## src/rtl/mem_port_sequencer_if.sv

```systemverilog
// Bus bundle between the two requesters (fetch / data), the shared
// single-port memory and the sequencer that arbitrates between them.
interface mem_port_sequencer_if #(
  parameter int ADDR_W = 32,
  parameter int DATA_W = 32
);
  logic              IfReq;
  logic [ADDR_W-1:0] IfAddr;
  logic              IfDone;
  logic              DReq;
  logic              DWe;
  logic [ADDR_W-1:0] DAddr;
  logic [DATA_W-1:0] DWData;
  logic              DDone;
  logic [DATA_W-1:0] RData;
  logic [ADDR_W-1:0] MemAddr;
  logic [DATA_W-1:0] MemWData;
  logic              MemWr;
  logic [DATA_W-1:0] MemRData;
  logic              Busy;

  // Sequencer side: owns the memory pins and the Done/RData returns.
  modport slave (
    input  IfReq, IfAddr, DReq, DWe, DAddr, DWData, MemRData,
    output IfDone, DDone, RData, MemAddr, MemWData, MemWr, Busy
  );

  // Requester/memory side: drives requests and memory read data.
  modport master (
    output IfReq, IfAddr, DReq, DWe, DAddr, DWData, MemRData,
    input  IfDone, DDone, RData, MemAddr, MemWData, MemWr, Busy
  );
endinterface

```

## src/rtl/mem_port_sequencer.sv

```systemverilog
// Shares one single-port memory between instruction fetch and data
// load/store. Round-robin grant in IDLE, fixed LATENCY-cycle access, then a
// one-cycle Done pulse to the owner with read data on RData.
module mem_port_sequencer #(
  parameter int ADDR_W  = 32,
  parameter int DATA_W  = 32,
  parameter int LATENCY = 2
) (
  input  logic                 Clk,
  input  logic                 Reset,
  mem_port_sequencer_if.slave  bus
);

  typedef enum logic [1:0] {IDLE, ACCESS, DONE} state_t;
  typedef enum logic {OWN_IF, OWN_D} owner_t;

  localparam logic [3:0] CNT_LOAD = 4'(LATENCY - 1);

  state_t            state, state_next;
  owner_t            owner, rr_ptr;
  logic [3:0]        cnt;
  logic [ADDR_W-1:0] lat_addr;
  logic [DATA_W-1:0] lat_wdata;
  logic              lat_we;
  logic [DATA_W-1:0] rdata;
  logic              grant;
  logic              grant_d;

  // State register.
  always_ff @(posedge Clk) begin
    if (Reset) state <= IDLE;
    else       state <= state_next;
  end

  // Next state and arbitration; requests are only looked at in IDLE.
  always_comb begin
    state_next = state;
    grant      = 1'b0;
    grant_d    = 1'b0;
    unique case (state)
      IDLE: begin
        if (bus.IfReq || bus.DReq) begin
          grant      = 1'b1;
          grant_d    = bus.DReq && (!bus.IfReq || (rr_ptr == OWN_D));
          state_next = ACCESS;
        end
      end
      ACCESS:  if (cnt == 4'd0) state_next = DONE;
      DONE:    state_next = IDLE;
      default: state_next = IDLE;
    endcase
  end

  // Grant latching, latency counter, round-robin pointer and read capture.
  always_ff @(posedge Clk) begin
    if (Reset) begin
      cnt       <= '0;
      owner     <= OWN_IF;
      rr_ptr    <= OWN_IF;
      lat_addr  <= '0;
      lat_wdata <= '0;
      lat_we    <= 1'b0;
      rdata     <= '0;
    end else if (grant) begin
      cnt       <= CNT_LOAD;
      owner     <= grant_d ? OWN_D : OWN_IF;
      rr_ptr    <= grant_d ? OWN_IF : OWN_D;
      lat_addr  <= grant_d ? bus.DAddr : bus.IfAddr;
      lat_wdata <= grant_d ? bus.DWData : '0;
      lat_we    <= grant_d && bus.DWe;
    end else if (state == ACCESS) begin
      if (cnt != 4'd0)  cnt   <= cnt - 4'd1;
      else if (!lat_we) rdata <= bus.MemRData;
    end
  end

  // Memory pins are driven only while accessing; the first ACCESS cycle is
  // the one where cnt still holds its load value.
  assign bus.MemAddr  = (state == ACCESS) ? lat_addr  : '0;
  assign bus.MemWData = (state == ACCESS) ? lat_wdata : '0;
  assign bus.MemWr    = (state == ACCESS) && lat_we && (cnt == CNT_LOAD);
  assign bus.IfDone   = (state == DONE) && (owner == OWN_IF);
  assign bus.DDone    = (state == DONE) && (owner == OWN_D);
  assign bus.RData    = rdata;
  assign bus.Busy     = (state != IDLE);

endmodule
```

## src/flat_wrapper.sv

```systemverilog
// flat-port wrapper written by rule: the top's interface ports become plain ports
module mem_port_sequencer_flat 
#(
  parameter int ADDR_W  = 32,
  parameter int DATA_W  = 32,
  parameter int LATENCY = 2
)
  (Clk, Reset, bus_IfReq, bus_IfAddr, bus_DReq, bus_DWe, bus_DAddr, bus_DWData, bus_MemRData, bus_IfDone, bus_DDone, bus_RData, bus_MemAddr, bus_MemWData, bus_MemWr, bus_Busy);
  mem_port_sequencer_if #(.ADDR_W(ADDR_W), .DATA_W(DATA_W)) bus_i ();
  input  logic Clk;
  input  logic Reset;
  input wire logic [$bits(bus_i.IfReq)-1:0] bus_IfReq;
  input wire logic [$bits(bus_i.IfAddr)-1:0] bus_IfAddr;
  input wire logic [$bits(bus_i.DReq)-1:0] bus_DReq;
  input wire logic [$bits(bus_i.DWe)-1:0] bus_DWe;
  input wire logic [$bits(bus_i.DAddr)-1:0] bus_DAddr;
  input wire logic [$bits(bus_i.DWData)-1:0] bus_DWData;
  input wire logic [$bits(bus_i.MemRData)-1:0] bus_MemRData;
  output wire logic [$bits(bus_i.IfDone)-1:0] bus_IfDone;
  output wire logic [$bits(bus_i.DDone)-1:0] bus_DDone;
  output wire logic [$bits(bus_i.RData)-1:0] bus_RData;
  output wire logic [$bits(bus_i.MemAddr)-1:0] bus_MemAddr;
  output wire logic [$bits(bus_i.MemWData)-1:0] bus_MemWData;
  output wire logic [$bits(bus_i.MemWr)-1:0] bus_MemWr;
  output wire logic [$bits(bus_i.Busy)-1:0] bus_Busy;
  assign bus_i.IfReq = bus_IfReq;
  assign bus_i.IfAddr = bus_IfAddr;
  assign bus_i.DReq = bus_DReq;
  assign bus_i.DWe = bus_DWe;
  assign bus_i.DAddr = bus_DAddr;
  assign bus_i.DWData = bus_DWData;
  assign bus_i.MemRData = bus_MemRData;
  assign bus_IfDone = bus_i.IfDone;
  assign bus_DDone = bus_i.DDone;
  assign bus_RData = bus_i.RData;
  assign bus_MemAddr = bus_i.MemAddr;
  assign bus_MemWData = bus_i.MemWData;
  assign bus_MemWr = bus_i.MemWr;
  assign bus_Busy = bus_i.Busy;
  mem_port_sequencer #(.ADDR_W(ADDR_W), .DATA_W(DATA_W), .LATENCY(LATENCY)) u_core (.Clk(Clk), .Reset(Reset), .bus(bus_i));
endmodule
```

## config.mk

```make
export PLATFORM = sky130hd
export DESIGN_NAME = mem_port_sequencer_flat
export DESIGN_NICKNAME = d
export VERILOG_FILES = /design/src/rtl/mem_port_sequencer_if.sv /design/src/rtl/mem_port_sequencer.sv /design/src/flat_wrapper.sv
export SDC_FILE = /design/constraint.sdc
export NUM_CORES = 1
export LEC_CHECK = 0
export BUFFER_PORTS_ARGS = -buffer_cell sky130_fd_sc_hd__buf_2
export CAP_MARGIN = 10
export CELL_PAD_IN_SITES_DETAIL_PLACEMENT = 0
export CELL_PAD_IN_SITES_GLOBAL_PLACEMENT = 2
export CORE_ASPECT_RATIO = 0.6
export CORE_MARGIN = 3
export CORE_UTILIZATION = 25
export CTS_CLUSTER_SIZE = 8
export DETAILED_ROUTE_END_ITERATION = 10
export PLACE_DENSITY_LB_ADDON = 0.1
export SLEW_MARGIN = 25
export SYNTH_ARGS = -nofsm -noshare
export SYNTH_HDL_FRONTEND = slang
export SYNTH_SLANG_ARGS = --single-unit
```

## constraint.sdc

```tcl
create_clock -name Clk -period 2.1 [get_ports Clk]
set_input_delay 0.42 -clock Clk [delete_from_list [all_inputs] [get_ports Clk]]
set_output_delay 0.42 -clock Clk [all_outputs]
set_load 0.01 [all_outputs]
```

==> results of run 1 <==
[kinds of logic (layout without fill, tap and decap cells)]
family          count (synthesis)  after routing
simple gates                  158            158
other cells                     0              1
fa+ha+maj                       2              2
compound gates                145            145
buf+inv                        54            271
flops                         105            105
[power breakdown]
part	leakage, nW	switching (mW)	internal, mW
Sequential	0.859	0.0945	2.16
Clock	0.152	0.809	0.942
Combinational	1.84	0.553	0.431
Total	2.85	1.46	3.53
[layout make-up]
cell class | instances | area, sq um
diodes | 1 | 2.50
clock buffers | 9 | 225
clock inverters | 7 | 77.6
fillers | 1814 | 11100
inverters | 3 | 11.3
multi-input cells | 305 | 2110
flip-flops and latches | 105 | 2100
well taps | 234 | 293
repair buffers | 252 | 1380
[final timing paths]
path / slack [ps] / depth (start not counted) / end / start
setup / recovery: 110 / 4 / bus_MemWData[2] / u_core.state[0]
hold / removal: 290 / 2 / u_core.lat_wdata[20] / bus_DWData[20]
setup reg to reg: 330 / 6 / u_core.bus.RData[20] / u_core.cnt[0]
hold reg to reg: 470 / 1 / u_core.lat_wdata[15] / u_core.lat_wdata[15]
[cell usage after synthesis]
library cell  instances  area, sq um
buf_6                 6         67.6
a21oi_1              36          180
and3b_1               2         17.5
buf_2                 3         15.0
a21o_1                3         22.5
clkbuf_1             42          158
a21oi_2               1         8.76
nor4_1                2         12.5
nor3_1                1         5.00
nand3b_1              1         7.51
nor3b_1               3         22.5
o41ai_1               1         8.76
a311oi_1              1         8.76
or3b_1                3         26.3
nor3_4                1         16.3
a211oi_1              1         7.51
nor4b_1              29          254
nand2b_1              1         6.26
or3b_2                4         35.0
a31oi_1               4         25.0
nor2b_1               2         12.5
nor2_1                3         11.3
dfxtp_1             105         2100
inv_1                 3         11.3
o21ai_1               2         10.0
nand3_1              37          185
and2_1               64          400
o21ai_0              34          170
nand2_1               4         15.0
a22o_1               33          289
or2_2                 1         6.26
a221o_1              29          290
ha_1                  2         25.0
[through the flow]
stage / cell area, sq um / worst slack, ps
after CTS: 6160 / 55.8
after global routing: 6200 / 26.2
after detailed placement: 5860 / 284
final: 6200 / 112
after global placement: 5860 / 316
after floorplan: 4430 / 296
[registers in the layout, summed over array words and instances, names as in the netlist]
register,flops
u_core.cnt,4
u_core.rr_ptr,1
u_core.lat_we,1
u_core.lat_addr,32
u_core.owner,1
u_core.state,2
u_core.bus.RData,32
u_core.lat_wdata,32
[timing repair]
item / CTS / global route
hold buffers: 0 / 0
hold endpoints to repair: 0 / 0
setup buffers: 0 / 1
resized for setup: 1 / 0
setup endpoints to repair: 61 / 36
cloned: 0 / 1
[routing by layer]
layer  vias to the layer above  global-route usage
met5                         -                   0
met4                         6              0.0342
met3                        20              0.0626
met2                       175               0.233
met1                      2032               0.194
li1                       2141                   -
==> flow_metrics.tcl, run 1 <==
set metrics [dict create \
    power_density_nw_per_um2 804 \
    crit_buf_inv 2 \
    htreeDepth 3 \
    period_minus_slack_ps 1990 \
    start_util 0.257 \
    synth_cell_types 33 \
    vias 4374 \
    hold_viol 0 \
    cp_cell_sequence "nor2b_4 > buf_12 > and2_1 > buf_2" \
    fin_tns_setup_ps 0 \
    grt_pass1_vias 4370 \
    max_slew_margin 0.578 \
    numPortBuffers 232 \
    fp.dieH_um 109 \
    grt_max_degree 65 \
    grt_pass1_wl_um 23200 \
    synthAdderAreaFrac 0.00564 \
    core_sq_um 17300 \
    drtAntennaViolNets 0 \
    ys_seq_area_frac 0.474 \
    cpMaxStageDelayCell "dfxtp_2" \
    min_period_over_period 0.946 \
    crit_path_start_kind "flop" \
    crit_arrival_ps 1570 \
    netlist_instances 464 \
    ys_warn_count 0 \
    synth.mux.area_fraction 0 \
    synth_seq_cells 105 \
    gp_congestion 0.755 \
    final_cell_mix "buf_2, dfxtp_1, and2_1" \
    clk_pin_slew_ps 80 \
    synth_xor_xnor_area_share 0 \
    wl_met1_um 6970 \
    rows 37 \
    grt_overflow 0 \
    worst-setup-path-type "reg -> out" \
    dp.cells 897 \
    p_leak_nw 2.85 \
    clock_path_buffers 2 \
    slew_viol_final 0 \
    drv_cap 0 \
    drive_gt1_frac 0.411 \
    status "finished clean" \
    holdWs_ps 291 \
    hpwl_um 10600 \
    synth_simple_gate_area_frac 0.233 \
    via_per_inst 4.78 \
    ir_drop_mv 0.373 \
    track_usage 0.150 \
    cp_top_family "simple AND/OR/NAND/NOR gates" \
    syn_nets 599 \
    drt_pass1_iterations 4 \
    wl_per_cell_um 16.6 \
    synth_top_family_by_area "simple AND/OR/NAND/NOR gates" \
    ios 233 \
    drt_iter0_drc 192 \
    fin_util 0.359 \
    final_cells 916 \
    dieArea_sq_um 19400 \
    synth_area_sq_um 4430 \
    total_power_mw 4.99 \
    antenna_found_initial 4 \
    cts_buffers 9 \
    drt_wl_total_um 15200 \
    die_w_um 178 \
    cp_max_fo 32 \
    syn_area_per_cell_sq_um 9.55 \
    critical-path-max-stage-delay_ps 400 \
    wl_met2_um 6550 \
    highest_layer "met5" \
    met3WireLength_um 1500 \
    worst_pin_slew_ps 634 \
    fmax_mhz 503 \
    drc 0 \
    hold_path_class "in -> reg" \
    cp.required_ps 1680 \
    crit_path_end_kind "primary output" \
    final_nets 811 \
    rsz0062_at_grt "no" \
    setup_viol 0 \
    skew_ps 11.3 \
    area_growth_pct 39.8 \
    clock_sinks 105 \
    synth_compound_area_frac 0.230 \
    cts-root-buf "clkbuf_16" \
    clk_latency_ps 350 \
    layout_commonest_cell "buf_2" \
    cts_tree "done" \
]
Power figures use the tool's default switching activity.
==> run 2: changes to the inputs <==
==> constraint.sdc (replaced) <==
create_clock -name Clk -period 2.1 [get_ports Clk]
set_input_delay 0.105 -clock Clk [delete_from_list [all_inputs] [get_ports Clk]]
set_output_delay 0.105 -clock Clk [all_outputs]
set_load 0.01 [all_outputs]
==> flow_metrics.tcl, run 2 (synthesized netlist as in run 1, its figures left out) <==
set metrics [dict create \
    die_w_um 178 \
    hp-start "bus_MemRData[4]" \
    internal_power_mw 3.50 \
    p_leak_nw 3.12 \
    clock_sinks 105 \
    antenna_found_initial 2 \
    drtAntennaViolNets 0 \
    wl_per_cell_um 16.0 \
    clk_pin_slew_ps 70 \
    fin_tns_setup_ps 0 \
    ff_latch_area_sq_um 2100 \
    cts_buffers 9 \
    dieArea_sq_um 19400 \
    track_usage 0.157 \
    fillCellCount 1776 \
    r2r-start "u_core.state[1]" \
    fp.dieH_um 109 \
    vias 4637 \
    holdPathStages 3 \
    via_per_inst 4.72 \
    ios 233 \
    grt_max_degree 41 \
    crit_path_start "u_core.state[0]" \
    cp_max_fo 40 \
    period_minus_slack_ps 1850 \
    power_density_nw_per_um2 719 \
    drt_iter0_drc 219 \
    cts_tree "done" \
    rows 37 \
    fmax_mhz 539 \
    crit_path_start_kind "flop" \
    final_nets 880 \
    pwr-share-clk 0.327 \
    postCtsSetupBuffers 0 \
    crit_arrival_ps 1750 \
    drt_wl_total_um 15700 \
    hpwl_um 10900 \
    rsz0062_at_grt "no" \
    worst_pin_slew_ps 612 \
    grt_pass1_wl_um 24400 \
    hold_viol 0 \
    p_sw_frac 0.291 \
    clock_path_buffers 2 \
    layout_commonest_cell "buf_2" \
    drt_pass1_iterations 4 \
    worst-r2r-cell-count 4 \
    worst-setup-path-type "reg -> out" \
    drv_cap 0 \
    fin_util 0.397 \
    max_slew_margin 0.592 \
    multi_input_area_sq_um 2110 \
    hold_path_class "in -> reg" \
    cts-root-buf "clkbuf_16" \
    core_sq_um 17300 \
    area_growth_pct 54.8 \
    htreeDepth 3 \
    grt_overflow 0 \
    place_area_sq_um 5860 \
    numPortBuffers 232 \
    holdWs_ps 13.2 \
    final_cell_mix "buf_2, dfxtp_1, dlygate4sd3_1" \
    seq_power_share 0.455 \
    clk_latency_ps 340 \
    setup_viol 0 \
    drc 0 \
    final_area_sq_um 6860 \
    antenna_cells 0 \
    hold_end "u_core.bus.RData[4]" \
    start_util 0.257 \
    gp_congestion 0.795 \
    ir_drop_mv 0.388 \
    min_period_over_period 0.883 \
    status "finished clean" \
    comb_power_share 0.218 \
    r2r_slack_ps 340 \
    grt_pass1_vias 4642 \
    power_switching_mw 1.43 \
    cp.required_ps 2000 \
    r2r-end "u_core.lat_addr[2]" \
    crit_path_end_kind "primary output" \
    slew_viol_final 0 \
    skew_ps 13.7 \
    drive_gt1_frac 0.367 \
]
==> run 2: worst max path at each step <==
| stage | to | slack [ps] | cells past startpoint |
|---|---|---|---|
| 6_report | bus_MemWData[31] | 250 | 4 |
| 5_1_grt | bus_MemWData[31] | 110 | 4 |
| 4_1_cts | bus_MemWData[31] | 220 | 4 |
| 3_5_place_dp | u_core.lat_addr[17] | 350 | 4 |
| 3_3_place_gp | u_core.bus.RData[26] | 410 | 3 |
| 2_1_floorplan | u_core.bus.RData[23] | 490 | 7 |
==> run 2: through the flow <==
| step | setup slack [ps] | power (mW) | cells |
|---|---|---|---|
| after detailed placement | 346 | 3.27 | 896 |
| after CTS | 217 | 5.02 | 982 |
| after global placement | 405 | 3.26 | 896 |
| after floorplan | 495 | 2.83 | 464 |
| final | 245 | 4.94 | 983 |
| after global routing | 109 | 5.22 | 983 |
==> run 2: critical path: stages, from the launching register on <==
cell	delay [ps]
dfxtp_1	480
nor2b_4	380
buf_12	230
and2_1	170
buf_2	140
==> run 2: layer usage <==
| layer | up-vias | GRT usage | routed length (um) |
|---|---|---|---|
| met2 | 156 | 0.257 | 7010 |
| met3 | 11 | 0.0529 | 1250 |
| met4 | 4 | 0.0274 | 96 |
| met1 | 2185 | 0.206 | 7300 |
| met5 | - | 0 | 27 |
| li1 | 2281 | - | - |
==> run 2: final cells by class <==
cell class,instances,share of cell area
Clock buffer,10,0.0348
Clock inverter,5,0.00565
Inverter,3,0.00164
Multi-Input combinational cell,305,0.307
Sequential cell,105,0.306
Tap cell,234,0.0427
Timing Repair Buffer,321,0.302
==> run 2: power groups by stage <==
stage / registers, mW / clock network [mW] / logic, mW
3_5_place_dp: 2.29 / 0 / 0.980
6_report: 2.25 / 1.61 / 1.08
2_1_floorplan: 2.28 / 0 / 0.550
5_1_grt: 2.27 / 1.76 / 1.19
3_3_place_gp: 2.28 / 0 / 0.979
4_1_cts: 2.24 / 1.69 / 1.09
==> run 2: repair_timing <==
item / CTS / global route
gates resized for setup: 0 / 0
hold endpoints to repair: 71 / 1
hold buffers: 71 / 1
==> run 3: changes to the inputs <==
--- a/config.mk
+++ b/config.mk
@@ -5,13 +5,13 @@
 export SDC_FILE = /design/constraint.sdc
 export NUM_CORES = 1
 export LEC_CHECK = 0
+export ABC_AREA = 1
 export BUFFER_PORTS_ARGS = -buffer_cell sky130_fd_sc_hd__buf_2
 export CAP_MARGIN = 10
 export CELL_PAD_IN_SITES_DETAIL_PLACEMENT = 0
 export CELL_PAD_IN_SITES_GLOBAL_PLACEMENT = 2
 export CORE_ASPECT_RATIO = 0.6
-export CORE_MARGIN = 3
-export CORE_UTILIZATION = 25
+export CORE_UTILIZATION = 23
 export CTS_CLUSTER_SIZE = 8
 export DETAILED_ROUTE_END_ITERATION = 10
 export PLACE_DENSITY_LB_ADDON = 0.1
==> flow_metrics.tcl, run 3 <==
set metrics [dict create \
    cts-root-buf "clkbuf_16" \
    area_growth_pct 40.7 \
    synth_area_sq_um 5040 \
    final_cell_mix "nor2_1, buf_2, inv_1" \
    cp.required_ps 2000 \
    drtAntennaViolNets 0 \
    hold_path_class "in -> reg" \
    yosys.area.top_type "dfxtp_1" \
    final_nets 1170 \
    hold_viol 0 \
    min_period_over_period 0.889 \
    yosysTopAreaCellShare 0.417 \
    r2r-start "u_core.state[0]" \
    numPortBuffers 232 \
    htreeDepth 3 \
    fin_util 0.334 \
    worst-setup-path-type "reg -> out" \
    cts_buffers 9 \
    clock_path_buffers 2 \
    ys_top_cells_by_area "dfxtp_1, nor2_1, inv_1, nand2_1, nand3_1" \
    cts_tree "done" \
    synthTopCellsByCount "nor2_1, inv_1, nand2_1, dfxtp_1, nand3_1" \
    via_per_inst 4.05 \
    fin_tns_setup_ps 0 \
    clk_latency_ps 350 \
    antenna_cells 0 \
    rows 41 \
    period_minus_slack_ps 1870 \
    ys_seq_area_frac 0.417 \
    dieArea_sq_um 22500 \
    synth_seq_cells 105 \
    worst_pin_slew_ps 453 \
    skew_ps 7.60 \
    r2r_slack_ps 510 \
    async_flop_share 0 \
    hold_end "u_core.lat_addr[18]" \
    yosys_most_used_dff "dfxtp_1" \
    fmax_mhz 535 \
    setup_viol 0 \
    synth_cell_types 26 \
    grt_pass1_wl_um 26900 \
    crit_path_end_kind "primary output" \
    holdWs_ps 68.5 \
    holdPathStages 5 \
    grt_overflow 0 \
    syn_nets 927 \
    antenna_found_initial 0 \
    drt_pass1_iterations 6 \
    power_density_nw_per_um2 768 \
    core_sq_um 21200 \
    clk_pin_slew_ps 70 \
    worst-r2r-cell-count 7 \
    ir_drop_mv 0.376 \
    ios 233 \
    grt_pass1_vias 4926 \
    hp-start "bus_IfAddr[18]" \
    fp.dieH_um 117 \
    crit_path_start_kind "flop" \
    cp_max_fo 27 \
    status "finished clean" \
    r2r-end "u_core.bus.RData[8]" \
    rsz0062_at_grt "no" \
    clock_sinks 105 \
    netlist_instances 792 \
    drc 0 \
    drive_gt1_frac 0.266 \
    synth_edf_count 0 \
    hpwl_um 11800 \
    drt_iter0_drc 270 \
    synth.most_common_cell "nor2_1" \
    wl_per_cell_um 13.2 \
    vias 5338 \
    slew_viol_final 0 \
    gp_congestion 0.701 \
    track_usage 0.154 \
    grt_max_degree 37 \
    p_leak_nw 3.73 \
    drt_wl_total_um 17400 \
    die_w_um 193 \
    max_slew_margin 0.698 \
    crit_arrival_ps 1760 \
    ys_warn_count 0 \
    syn_area_per_cell_sq_um 6.37 \
    drv_cap 0 \
    start_util 0.237 \
]
## run 3: cell types whose count changed in the layout (fill, tap and decap cells not counted), sizes merged, moves of 29 or more
cell | previous run | this run
a221o | 29 | 0
nand3 | 37 | 68
dlygate4sd3 | 72 | 33
nand2 | 4 | 113
a21oi | 37 | 3
a22o | 33 | 0
nand4 | 0 | 32
nor4b | 29 | 0
inv | 5 | 142
and2 | 64 | 0
nor2 | 3 | 237
## run 3: power breakdown
part | switching, mW | total, mW | internal (mW)
clock network | 0.791 | 1.90 | 1.11
logic | 0.796 | 1.28 | 0.484
registers | 0.0912 | 2.27 | 2.18
total | 1.68 | 5.45 | 3.78
## run 3: kinds of logic (layout without fill, tap and decap cells)
| group | after synthesis | in the layout | synth area share |
|---|---|---|---|
| adders and majority gates | 2 | 2 | 0.00496 |
| AOI/OAI and AO/OA | 38 | 38 | 0.0380 |
| DFF | 105 | 105 | 0.417 |
| buffers and inverters | 191 | 439 | 0.155 |
| xor gates and xnor gates | 1 | 1 | 0.00174 |
| and+or+nand+nor | 455 | 455 | 0.383 |
## run 3: metal layers
| layer | routed length [um] | share of wire | vias up | track usage |
|---|---|---|---|---|
| li1 | - | - | 2869 | - |
| met1 | 9250 | 0.53 | 2330 | 0.224 |
| met2 | 6870 | 0.39 | 131 | 0.215 |
| met3 | 1160 | 0.067 | 8 | 0.0517 |
| met4 | 138 | 0.0079 | 0 | 0.0344 |
| met5 | 0 | 0 | - | 0 |
## run 3: through the flow
step / instance area (sq um) / power (mW) / cells / setup WS [ps]
2_1_floorplan: 5040 / 3.10 / 792 / 837
3_5_place_dp: 6440 / 3.57 / 1270 / 490
4_1_cts: 7100 / 5.57 / 1319 / 165
5_1_grt: 7100 / 5.83 / 1319 / 89.1
3_3_place_gp: 6440 / 3.59 / 1270 / 533
6_report: 7100 / 5.45 / 1319 / 233
## run 3: critical path, cell delays in order, from the launching register on
cell,delay (ps)
dfxtp_1,380
inv_1,90
nand2_2,250
buf_4,400
nor2_1,120
buf_2,160
## run 3: area by class of cell
type	instances	area [sq um]
Fill cell	2407	14100
Multi-Input combinational cell	496	2160
Sequential cell	105	2100
Timing Repair Buffer	281	1620
Inverter	142	533
Tap cell	279	349
Clock buffer	11	253
Clock inverter	5	77.6
## run 3: how the worst max path moves through the flow
stage	cells after the start	to	slack, ps	from
after floorplan	9	u_core.bus.RData[0]	840	u_core.cnt[0]
after global placement	7	u_core.bus.RData[0]	530	u_core.state[0]
after detailed placement	7	u_core.bus.RData[8]	490	u_core.state[0]
after CTS	5	bus_MemAddr[25]	160	u_core.state[1]
after global routing	5	bus_MemAddr[25]	90	u_core.state[1]
final	5	bus_MemAddr[25]	230	u_core.state[1]
## run 3: timing repair
item / in CTS / in global routing
endpoints found under the hold margin: 33 / 0
buffers inserted: 0 / 0
resized for setup: 0 / 0
hold buffers: 33 / 0
